**config.mk**
```make
export PLATFORM = sky130hd
export DESIGN_NAME = idct_decoder
export DESIGN_NICKNAME = d
export VERILOG_FILES = /design/src/rtl/idct_decoder.sv
export SDC_FILE = /design/constraint.sdc
export NUM_CORES = 2
export LEC_CHECK = 0
export ABC_AREA = 1
export CAP_MARGIN = 20
export CORE_ASPECT_RATIO = 0.7
export CORE_MARGIN = 2
export CORE_UTILIZATION = 57
export DETAILED_ROUTE_END_ITERATION = 16
export PLACE_DENSITY = 0.81
export SLEW_MARGIN = 30
export SYNTH_ARGS = -nofsm -noshare
export SYNTH_HDL_FRONTEND = slang
export SYNTH_SLANG_ARGS = --single-unit
export TNS_END_PERCENT = 1
```
**constraint.sdc**
```tcl
create_clock -name clk -period 12.76 [get_ports clk]
set_clock_uncertainty 0.1 [all_clocks]
set_input_delay 1.914 -clock clk [delete_from_list [all_inputs] [get_ports clk]]
set_output_delay 1.914 -clock clk [all_outputs]
set_load 0.05 [all_outputs]
```
**src/rtl/idct_decoder.sv**
```systemverilog
// idct_decoder: serial-in / serial-out 8x8 block decoder.
// Dequantises 64 raster-order coefficients with the 50%-quality table, runs a
// separable 2D IDCT (row pass then column pass) on a single shared MAC, and
// streams the 64 reconstructed pixels back out on read requests.
module idct_decoder #(
  parameter int DW   = 10,
  parameter int CW   = 9,
  parameter int FRAC = 8
) (
  input  logic                 clk,
  input  logic                 rst,
  input  logic                 enin,
  input  logic signed [DW-1:0] datain,
  input  logic                 enout,
  output logic signed [DW-1:0] dataout,
  output logic                 valid_out,
  output logic                 busy,
  output logic                 done
);

  localparam int AW = 30;
  localparam int IW = 18;

  localparam logic signed [AW-1:0] HALF  = AW'(2 ** (FRAC - 1));
  localparam logic signed [AW-1:0] R_MAX = AW'(2 ** (IW - 1) - 1);
  localparam logic signed [AW-1:0] R_MIN = -R_MAX - AW'(1);
  localparam logic signed [AW-1:0] P_MAX = AW'(2 ** (DW - 1) - 1);
  localparam logic signed [AW-1:0] P_MIN = -P_MAX - AW'(1);

  localparam logic [6:0] Q_TAB [64] = '{
    7'd16, 7'd11, 7'd10, 7'd16, 7'd24, 7'd40, 7'd51, 7'd61,
    7'd12, 7'd12, 7'd14, 7'd19, 7'd26, 7'd58, 7'd60, 7'd55,
    7'd14, 7'd13, 7'd16, 7'd24, 7'd40, 7'd57, 7'd69, 7'd56,
    7'd14, 7'd17, 7'd22, 7'd29, 7'd51, 7'd87, 7'd80, 7'd62,
    7'd18, 7'd22, 7'd37, 7'd56, 7'd68, 7'd109, 7'd103, 7'd77,
    7'd24, 7'd35, 7'd55, 7'd64, 7'd81, 7'd104, 7'd113, 7'd92,
    7'd49, 7'd64, 7'd78, 7'd87, 7'd103, 7'd121, 7'd120, 7'd101,
    7'd72, 7'd92, 7'd95, 7'd98, 7'd112, 7'd100, 7'd103, 7'd99
  };

  typedef enum logic [1:0] {S_LOAD, S_ROW, S_COL, S_OUT} state_t;

  // 128*cos(m*pi/16) for the first quadrant, m = 0..8
  function automatic logic signed [CW-1:0] cos_mag(input logic [3:0] m);
    case (m)
      4'd0:    cos_mag = CW'(128);
      4'd1:    cos_mag = CW'(126);
      4'd2:    cos_mag = CW'(118);
      4'd3:    cos_mag = CW'(106);
      4'd4:    cos_mag = CW'(91);
      4'd5:    cos_mag = CW'(71);
      4'd6:    cos_mag = CW'(49);
      4'd7:    cos_mag = CW'(25);
      default: cos_mag = CW'(0);
    endcase
  endfunction

  // C[x][k]: fold the angle (2x+1)k mod 32 back into the first quadrant
  function automatic logic signed [CW-1:0] cos_rom(input logic [2:0] x, input logic [2:0] k);
    logic [4:0] m;
    m = {1'b0, x, 1'b1} * {2'b00, k};
    if (k == 3'd0)
      cos_rom = CW'(91);
    else if (m <= 5'd8)
      cos_rom = cos_mag(m[3:0]);
    else if (m <= 5'd16)
      cos_rom = -cos_mag(4'(5'd16 - m));
    else if (m <= 5'd24)
      cos_rom = -cos_mag(4'(m - 5'd16));
    else
      cos_rom = cos_mag(4'(5'd0 - m));
  endfunction

  state_t               state_q, state_d;
  logic [8:0]           cnt_q, cnt_d;
  logic signed [AW-1:0] acc_q, acc_d;
  logic signed [DW-1:0] dataout_q, dataout_d;
  logic                 valid_out_q, valid_out_d;
  logic                 busy_q, busy_d;
  logic                 done_q, done_d;

  logic signed [IW-1:0] d_mem [64];
  logic signed [IW-1:0] r_mem [64];
  logic signed [DW-1:0] p_mem [64];

  logic signed [IW-1:0] d_val;
  logic signed [IW-1:0] mac_op;
  logic signed [CW-1:0] coef;
  logic signed [AW-1:0] prod;
  logic signed [AW-1:0] acc_sum;
  logic signed [AW-1:0] rnd;
  logic signed [IW-1:0] row_sat;
  logic signed [DW-1:0] pix_sat;
  logic                 d_we, r_we, p_we;

  // MAC datapath: operand select, product, accumulate, round and saturate
  always_comb begin
    d_val = {{(IW - DW){datain[DW-1]}}, datain} * {11'b0, Q_TAB[cnt_q[5:0]]};
    coef  = cos_rom(cnt_q[5:3], cnt_q[2:0]);
    case (state_q)
      S_ROW:   mac_op = d_mem[{cnt_q[8:6], cnt_q[2:0]}];
      S_COL:   mac_op = r_mem[{cnt_q[2:0], cnt_q[8:6]}];
      default: mac_op = '0;
    endcase
    prod    = $signed({{(AW - CW){coef[CW-1]}}, coef}) * $signed({{(AW - IW){mac_op[IW-1]}}, mac_op});
    acc_sum = (cnt_q[2:0] == 3'd0) ? prod : acc_q + prod;
    rnd     = (acc_sum + HALF) >>> FRAC;
    if (rnd > R_MAX)      row_sat = IW'(R_MAX);
    else if (rnd < R_MIN) row_sat = IW'(R_MIN);
    else                  row_sat = rnd[IW-1:0];
    if (rnd > P_MAX)      pix_sat = DW'(P_MAX);
    else if (rnd < P_MIN) pix_sat = DW'(P_MIN);
    else                  pix_sat = rnd[DW-1:0];
    d_we = (state_q == S_LOAD) && enin;
    r_we = (state_q == S_ROW) && (cnt_q[2:0] == 3'd7);
    p_we = (state_q == S_COL) && (cnt_q[2:0] == 3'd7);
  end

  // Next-state and registered-output logic for the LOAD/ROW/COL/OUT sequence
  always_comb begin
    state_d     = state_q;
    cnt_d       = cnt_q;
    acc_d       = acc_q;
    dataout_d   = dataout_q;
    valid_out_d = 1'b0;
    busy_d      = busy_q;
    done_d      = 1'b0;
    case (state_q)
      S_LOAD: begin
        if (enin) begin
          cnt_d = cnt_q + 9'd1;
          if (cnt_q == 9'd63) begin
            cnt_d   = '0;
            state_d = S_ROW;
            busy_d  = 1'b1;
          end
        end
      end
      S_ROW: begin
        acc_d = acc_sum;
        cnt_d = cnt_q + 9'd1;
        if (cnt_q == 9'd511) state_d = S_COL;
      end
      S_COL: begin
        acc_d = acc_sum;
        cnt_d = cnt_q + 9'd1;
        if (cnt_q == 9'd511) begin
          state_d = S_OUT;
          busy_d  = 1'b0;
          done_d  = 1'b1;
        end
      end
      S_OUT: begin
        if (enout) begin
          dataout_d   = p_mem[cnt_q[5:0]];
          valid_out_d = 1'b1;
          cnt_d       = cnt_q + 9'd1;
          if (cnt_q == 9'd63) begin
            cnt_d   = '0;
            state_d = S_LOAD;
          end
        end
      end
      default: state_d = S_LOAD;
    endcase
  end

  // Control and output registers; reset aborts any block in flight
  always_ff @(posedge clk) begin
    if (rst) begin
      state_q     <= S_LOAD;
      cnt_q       <= '0;
      acc_q       <= '0;
      dataout_q   <= '0;
      valid_out_q <= 1'b0;
      busy_q      <= 1'b0;
      done_q      <= 1'b0;
    end else begin
      state_q     <= state_d;
      cnt_q       <= cnt_d;
      acc_q       <= acc_d;
      dataout_q   <= dataout_d;
      valid_out_q <= valid_out_d;
      busy_q      <= busy_d;
      done_q      <= done_d;
    end
  end

  // Block buffers: dequantised input, row-pass result, final pixels
  always_ff @(posedge clk) begin
    if (d_we) d_mem[cnt_q[5:0]] <= d_val;
    if (r_we) r_mem[{cnt_q[8:6], cnt_q[5:3]}] <= row_sat;
    if (p_we) p_mem[{cnt_q[5:3], cnt_q[8:6]}] <= pix_sat;
  end

  assign dataout   = dataout_q;
  assign valid_out = valid_out_q;
  assign busy      = busy_q;
  assign done      = done_q;

endmodule

```
==> Word level (Yosys, flattened, before mapping) <==
Memories as Yosys holds them, arrays and structs flattened. A register that Yosys moved wholly into a read port is not among the register bits.
Index checks and enable logic that the tools add are counted.
{ "word_totals": {"n_memories": 8, "ram_bits": 2944, "inputBits": 14, "register_bits": 44, "romBits": 704} }
{ "memory_table": {"columns": ["memory", "depth", "word_bits", "read_ports", "rd_ports_with_merged_regs", "wr", "line_no", "text"], "rows": [
  ["d_mem", 64, 18, 1, 1, 1, "82", "logic signed [IW-1:0] d_mem [64];"],
  ["r_mem", 64, 18, 1, 1, 1, "83", "logic signed [IW-1:0] r_mem [64];"],
  ["p_mem", 64, 10, 1, 1, 1, "84", "logic signed [DW-1:0] p_mem [64];"],
  ["(no name shown)", 64, 7, 1, 0, 0, "98", "d_val = {{(IW - DW){datain[DW-1]}}, datain} * {11'b0, Q_TAB[cnt_q[5:0]]};"],
  ["(no name shown)", 8, 8, 1, 0, 0, "45", "case (m)"],
  ["(no name shown)", 8, 8, 1, 0, 0, "45", null],
  ["2 more memories", null, null, null, null, null, null, null]
]} }
{ "op_classes": {"n_eq_ne": 12, "multipliers": 3, "n_reduce_logical": 13, "bitwise": 3, "n_lt_le_gt_ge": 8, "muxes": 50, "addsub": 8} }
{ "ops": {"columns": ["op", "count"], "rows": [
  ["$mux 9", 18],
  ["$mux 18", 2],
  ["$pmux 18 s2", 1],
  ["$add 30x27->30", 1],
  ["$add 30x9->30 const B", 1],
  ["$mux 30", 1],
  ["$mul 9x18->27", 1],
  ["$pmux 9 s3", 1],
  ["$mux 6", 4],
  ["$gt 22x10->1 const B", 1],
  ["$gt 22x18->1 const B", 1],
  ["$lt 22x10->1 const B", 1],
  ["$lt 22x18->1 const B", 1],
  ["$mux 10", 2],
  ["$mul 10x8->18", 1],
  ["$neg 9->9", 2],
  ["$mux 7", 2],
  ["$mux 2", 6],
  ["$mux 1", 11],
  ["$le 5x5->1 const B", 2],
  ["$add 9x1->9 const B", 1],
  ["$eq 9x6->1 const B", 1],
  ["$eq 9x9->1 const B", 1],
  ["$pmux 2 s4", 1],
  ["21 further kinds", 33]
]} }

==> Longest topological paths before layout <==
An unclocked memory read counts as a cell.
{ "logic_depth": {"word_depth": 20, "mapped_depth": 69} }

==> Worst setup path after synthesis <==
OpenSTA, ideal clock, no wires.
{ "synth_path": {"path_type": "register -> register", "start": "register cnt_q[0]", "end": "memory p_mem[0][6], data pin", "n_path_buf": 6, "synth_period_minus_slack_ns": 12.039, "slack_ns": 0.721, "setup_time_ns": 0.515, "arrival_time_ns": 11.424, "required_ns": 12.145, "stages_incl_launch_ff": 61, "path_cell_list": "dfxtp_1 buf_2 clkbuf_1 clkbuf_1 nand2_1 inv_1 fa_1 ha_1 inv_1 fa_1 buf_2 xor2_1 inv_2 nor2_1 inv_1 ha_1 nand3_1 nor2_1 [25 not listed] ha_1 nand2_1 nor2_1 and2_2 nand4_2 nand3_1 nand2_1 nand3_1 nand2_2 nor2_4 nand2_2 nor2_1 nand4_1 nand2_1 nand2_2 buf_6 nand3_1 nand2_1"} }
{ "synth_between": {"elab_chain_cells": 20, "word_cells_on_any_way": 37, "cone_classes": "add/sub: 7; mul: 2; order compare: 5; mux: 18; reduce/logical: 1; memory: 4"} }
{ "synth_rtl": {"columns": ["element", "line_no", "text"], "rows": [
  ["start: declaration", "75", "logic [8:0] cnt_q, cnt_d;"],
  ["start signal: assignment", "180", "cnt_q <= cnt_d;"],
  ["$mul 4x3->5", "61", "m = {1'b0, x, 1'b1} * {2'b00, k};"],
  ["$sub 4x1->4", "69", "cos_rom = -cos_mag(4'(m - 5'd16));"],
  ["$mem_v2 8x8", null, null],
  ["$mux 9", "45", null],
  ["$mux 9", "68", "else if (m <= 5'd24)"],
  ["$mux 9", "66", "else if (m <= 5'd16)"],
  ["$mux 9", "64", "else if (m <= 5'd8)"],
  ["$mux 9", "62", "if (k == 3'd0)"],
  ["[5 not listed]", null, null],
  ["$mul 9x18->27", "105", "prod = $signed({{(AW - CW){coef[CW-1]}}, coef}) * $signed({{(AW - IW){mac_op[IW-1]}}, mac_op});"],
  ["$add 30x27->30", "106", "acc_sum = (cnt_q[2:0] == 3'd0) ? prod : acc_q + prod;"],
  ["$mux 30 (*)", "106", null],
  ["$add 30x9->30 (*)", "107", "rnd = (acc_sum + HALF) >>> FRAC;"],
  ["$lt 22x10->1", "112", "else if (rnd < P_MIN) pix_sat = DW'(P_MIN);"],
  ["$mux 10", "112", null],
  ["$mux 10 (*)", "111", "if (rnd > P_MAX) pix_sat = DW'(P_MAX);"],
  ["net pix_sat[6]", "93", "logic signed [DW-1:0] pix_sat;"],
  ["end: declaration", "84", null]
]} }
Mark *: on every way through the listed nets, which the timed path passes. The rest lies on a longest branch. The select of a mux whose other input is x is not followed.

==> impl_metrics.json <==
{
  "outcome": "completed",
  "grt_pass1_wl_um": 572000,
  "layout_min_cycle_time_ns": 12.18,
  "die_area_um2": 232000,
  "period_share": 0.955,
  "cp_top_family": "simple AND/OR/NAND/NOR gates",
  "holdBufCountCts": 0,
  "cts_setup_buffers": 0,
  "end_kind": "flip-flop",
  "synth_top_area_share": 0.679,
  "design_area_um2": 145000,
  "wl_um": 390000,
  "critical_path_class": "flip-flop to flip-flop",
  "drive_gt1_frac": 0.104,
  "cp_common_cell": "nand2_1",
  "grt_max_degree": 158,
  "p_seq_frac": 0.441,
  "setup_viol": 0,
  "combPwrFrac": 0.343,
  "fillers": 15400,
  "yosys.area.top_type": "edfxtp_1",
  "hold_class": "flip-flop to flip-flop",
  "root_buffer": "clkbuf_16",
  "critical_path.max_stage_delay_ns": 0.65,
  "final_hold_viol_count": 0,
  "drv_cap": 0,
  "netlist_area_um2": 130000,
  "rows": 146,
  "setup_ws_ns": 0.580,
  "crit_buf_inv": 8,
  "firstDrtPassIters": 7,
  "switchingPower_uw": 14100,
  "powerDensity_nw_per_um2": 261,
  "multi_input_area_um2": 36800,
  "grt_usage": 0.331,
  "syn_inst": 10500,
  "worstMarginPinSlew_ns": 1.10,
  "gp_congestion": 0.963,
  "max_freq_mhz": 82.1,
  "cts_buffers": 277,
  "die_w_um": 575,
  "cts_sinks": 3004,
  "swShare": 0.372,
  "io_pins": 27,
  "maxSlewViolCount": 0,
  "vias": 92400,
  "antenna_found_initial": 8,
  "grt_overflow": 0,
  "tns_ns": 0,
  "drc": 0,
  "slowest_stage": "o311ai_0",
  "syn_nets": 10900,
  "dp_slack_ns": 1.09,
  "cts_htree_levels": 5,
  "intPower_uw": 23800,
  "cp.arrival_ns": 12.71,
  "seq_area_um2": 89600,
  "insertion_delay_ns": 0.89,
  "chipHeight_um": 404,
  "post_dp_cell_area_um2": 137000,
  "cts-resized-gates": 0,
  "drt-vias-per-instance": 6.69,
  "drt_iter0_drc": 16700,
  "cts_buffer_depth": 4,
  "p_clk_frac": 0.216,
  "wl_per_cell_um": 28.2,
  "synth.most_common_cell": "edfxtp_1",
  "async_flop_share": 0,
  "syn2layout_area_growth_pct": 11.6,
  "critPathRequiredTime_ns": 13.29,
  "ys_ff_latch": 3004,
  "place_hpwl_um": 231000,
  "synth_common_cells": "edfxtp_1, nor2_1, o21ai_0",
  "ys_types": 64,
  "nets": 10900,
  "seq_area_frac_synth": 0.688,
  "synth_area_leaders": "edfxtp_1, o21ai_0, nor2_1, fa_1, nand2_1",
  "crit_fanout": 103,
  "vdd_drop_max_mv": 1.02,
  "start_util": 0.575,
  "syn_avg_cell_area_um2": 12.4,
  "synth_edf_count": 2944,
  "grt_pass1_vias": 89300,
  "slew_headroom": 0.266,
  "port-buffer-count": 26,
  "postRouteAntennaNets": 0,
  "p_leak_uw": 0.0500,
  "cp-start-kind": "flip-flop",
  "design.core.area_um2": 227000,
  "yosys_warnings": 0,
  "synth_ff_type": "edfxtp_1",
  "clkTransAtPathRegs_ns": 0.07,
  "tritoncts": "built",
  "rsz0062_at_grt": "false"
}
## routing by layer
metal	global-route usage	vias up	share of wire	wire, µm
met1	0.469	44800	0.37	142000
met5	0	-	0.000069	27
met4	0.131	4	0.044	17000
li1	-	38700	-	-
met2	0.480	7823	0.43	168000
met3	0.100	1121	0.16	63000
## per-stage QoR
stage               hold WS [ns]  std cells  power [µW]  utilization
finish                     0.379      13800       37900        0.641
detailed placement         0.368      13300       29400        0.603
global route               0.397      13800       38900        0.641
floorplan                  0.350      10500       23300            -
global placement           0.358      13300       28700        0.602
CTS                        0.376      13800       37400        0.641
## cell families (layout without fill, tap and decap cells)
logic type	after synthesis	after routing	share of synthesized area
AOI/OAI and AO/OA	2428	2428	0.117
xor gates and xnor gates	44	44	0.00296
adders and majority gates	348	348	0.0446
buffers and inverters	1226	1504	0.0366
DFF	3004	3004	0.688
other	0	3	0
and+or+nand+nor	3448	3448	0.111
## area by class of cell
type                            count  area share
Clock buffer                      344      0.0503
Clock inverter                    143     0.00960
Tap cell                         3034      0.0261
Inverter                          569      0.0150
Timing Repair Buffer              448      0.0291
Antenna cell                        3   0.0000516
Sequential cell                  3004       0.617
Multi-Input combinational cell   6268       0.253
## cell usage in the layout, fill, tap and decap left out, types with 13 or more instances in the layout
cell             instances
nand2_1                930
a221oi_1                30
nand2_2                 74
edfxtp_1              2944
a22o_1                 110
nor2_2                  46
o311ai_0                38
nor3_1                  81
xor2_1                  21
bufinv_16               22
inv_6                   15
inv_2                   26
nor2_1                1598
buf_12                  63
a21oi_1                 93
nand3_1                473
clkinv_1                58
nor3_2                  67
inv_1                  527
a22oi_1                113
o22ai_1                217
clkbuf_16              282
clkbuf_1                59
dfxtp_1                 53
clkinv_2                43
o221ai_1               361
nor2_4                  32
nand4_1                 89
fa_1                   194
ha_1                   150
buf_4                  358
clkdlybuf4s50_1         25
o21ai_0               1288
nand3_2                 13
o211ai_1                98
## path summary, 6_finish.rpt
path         depth (start not counted)  slack [ns]                      to                   from
min                                  2        0.38   acc_q[6]$_SDFFE_PP0P_  acc_q[6]$_SDFFE_PP0P_
max                                 45        0.58  p_mem[61][6]$_DFFE_PP_              flip-flop
max reg2reg                         45        0.58  p_mem[61][6]$_DFFE_PP_              flip-flop
min reg2reg                          2        0.38   acc_q[6]$_SDFFE_PP0P_  acc_q[6]$_SDFFE_PP0P_
## state kept, by name, summed over array words and instances (netlist names), named ones only
register   count
d_mem       1152
dataout       10
done           1
cnt_q          9
acc_q         30
busy           1
r_mem       1152
p_mem        640
valid_out      1
state_q        2
## power by group through the flow
stage | registers (µW) | clock network [µW] | logic (µW)
3_5_place_dp | 16900 | 0 | 12500
6_report | 16700 | 8180 | 13000
3_3_place_gp | 16900 | 0 | 11800
5_1_grt | 16800 | 8530 | 13700
2_1_floorplan | 17300 | 0 | 6050
4_1_cts | 16700 | 8170 | 12500
## worst reg2reg max path: cells and delay by family (launching register included)
| family | cells | cell delay [ns] |
|---|---|---|
| and+or+nand+nor | 24 | 4.58 |
| adders and majority gates | 9 | 3.54 |
| buffers and inverters | 8 | 2.01 |
| AOI/OAI and AO/OA | 4 | 1.12 |
| DFF | 1 | 0.54 |
No activity file was read; power rests on OpenSTA's default activity.
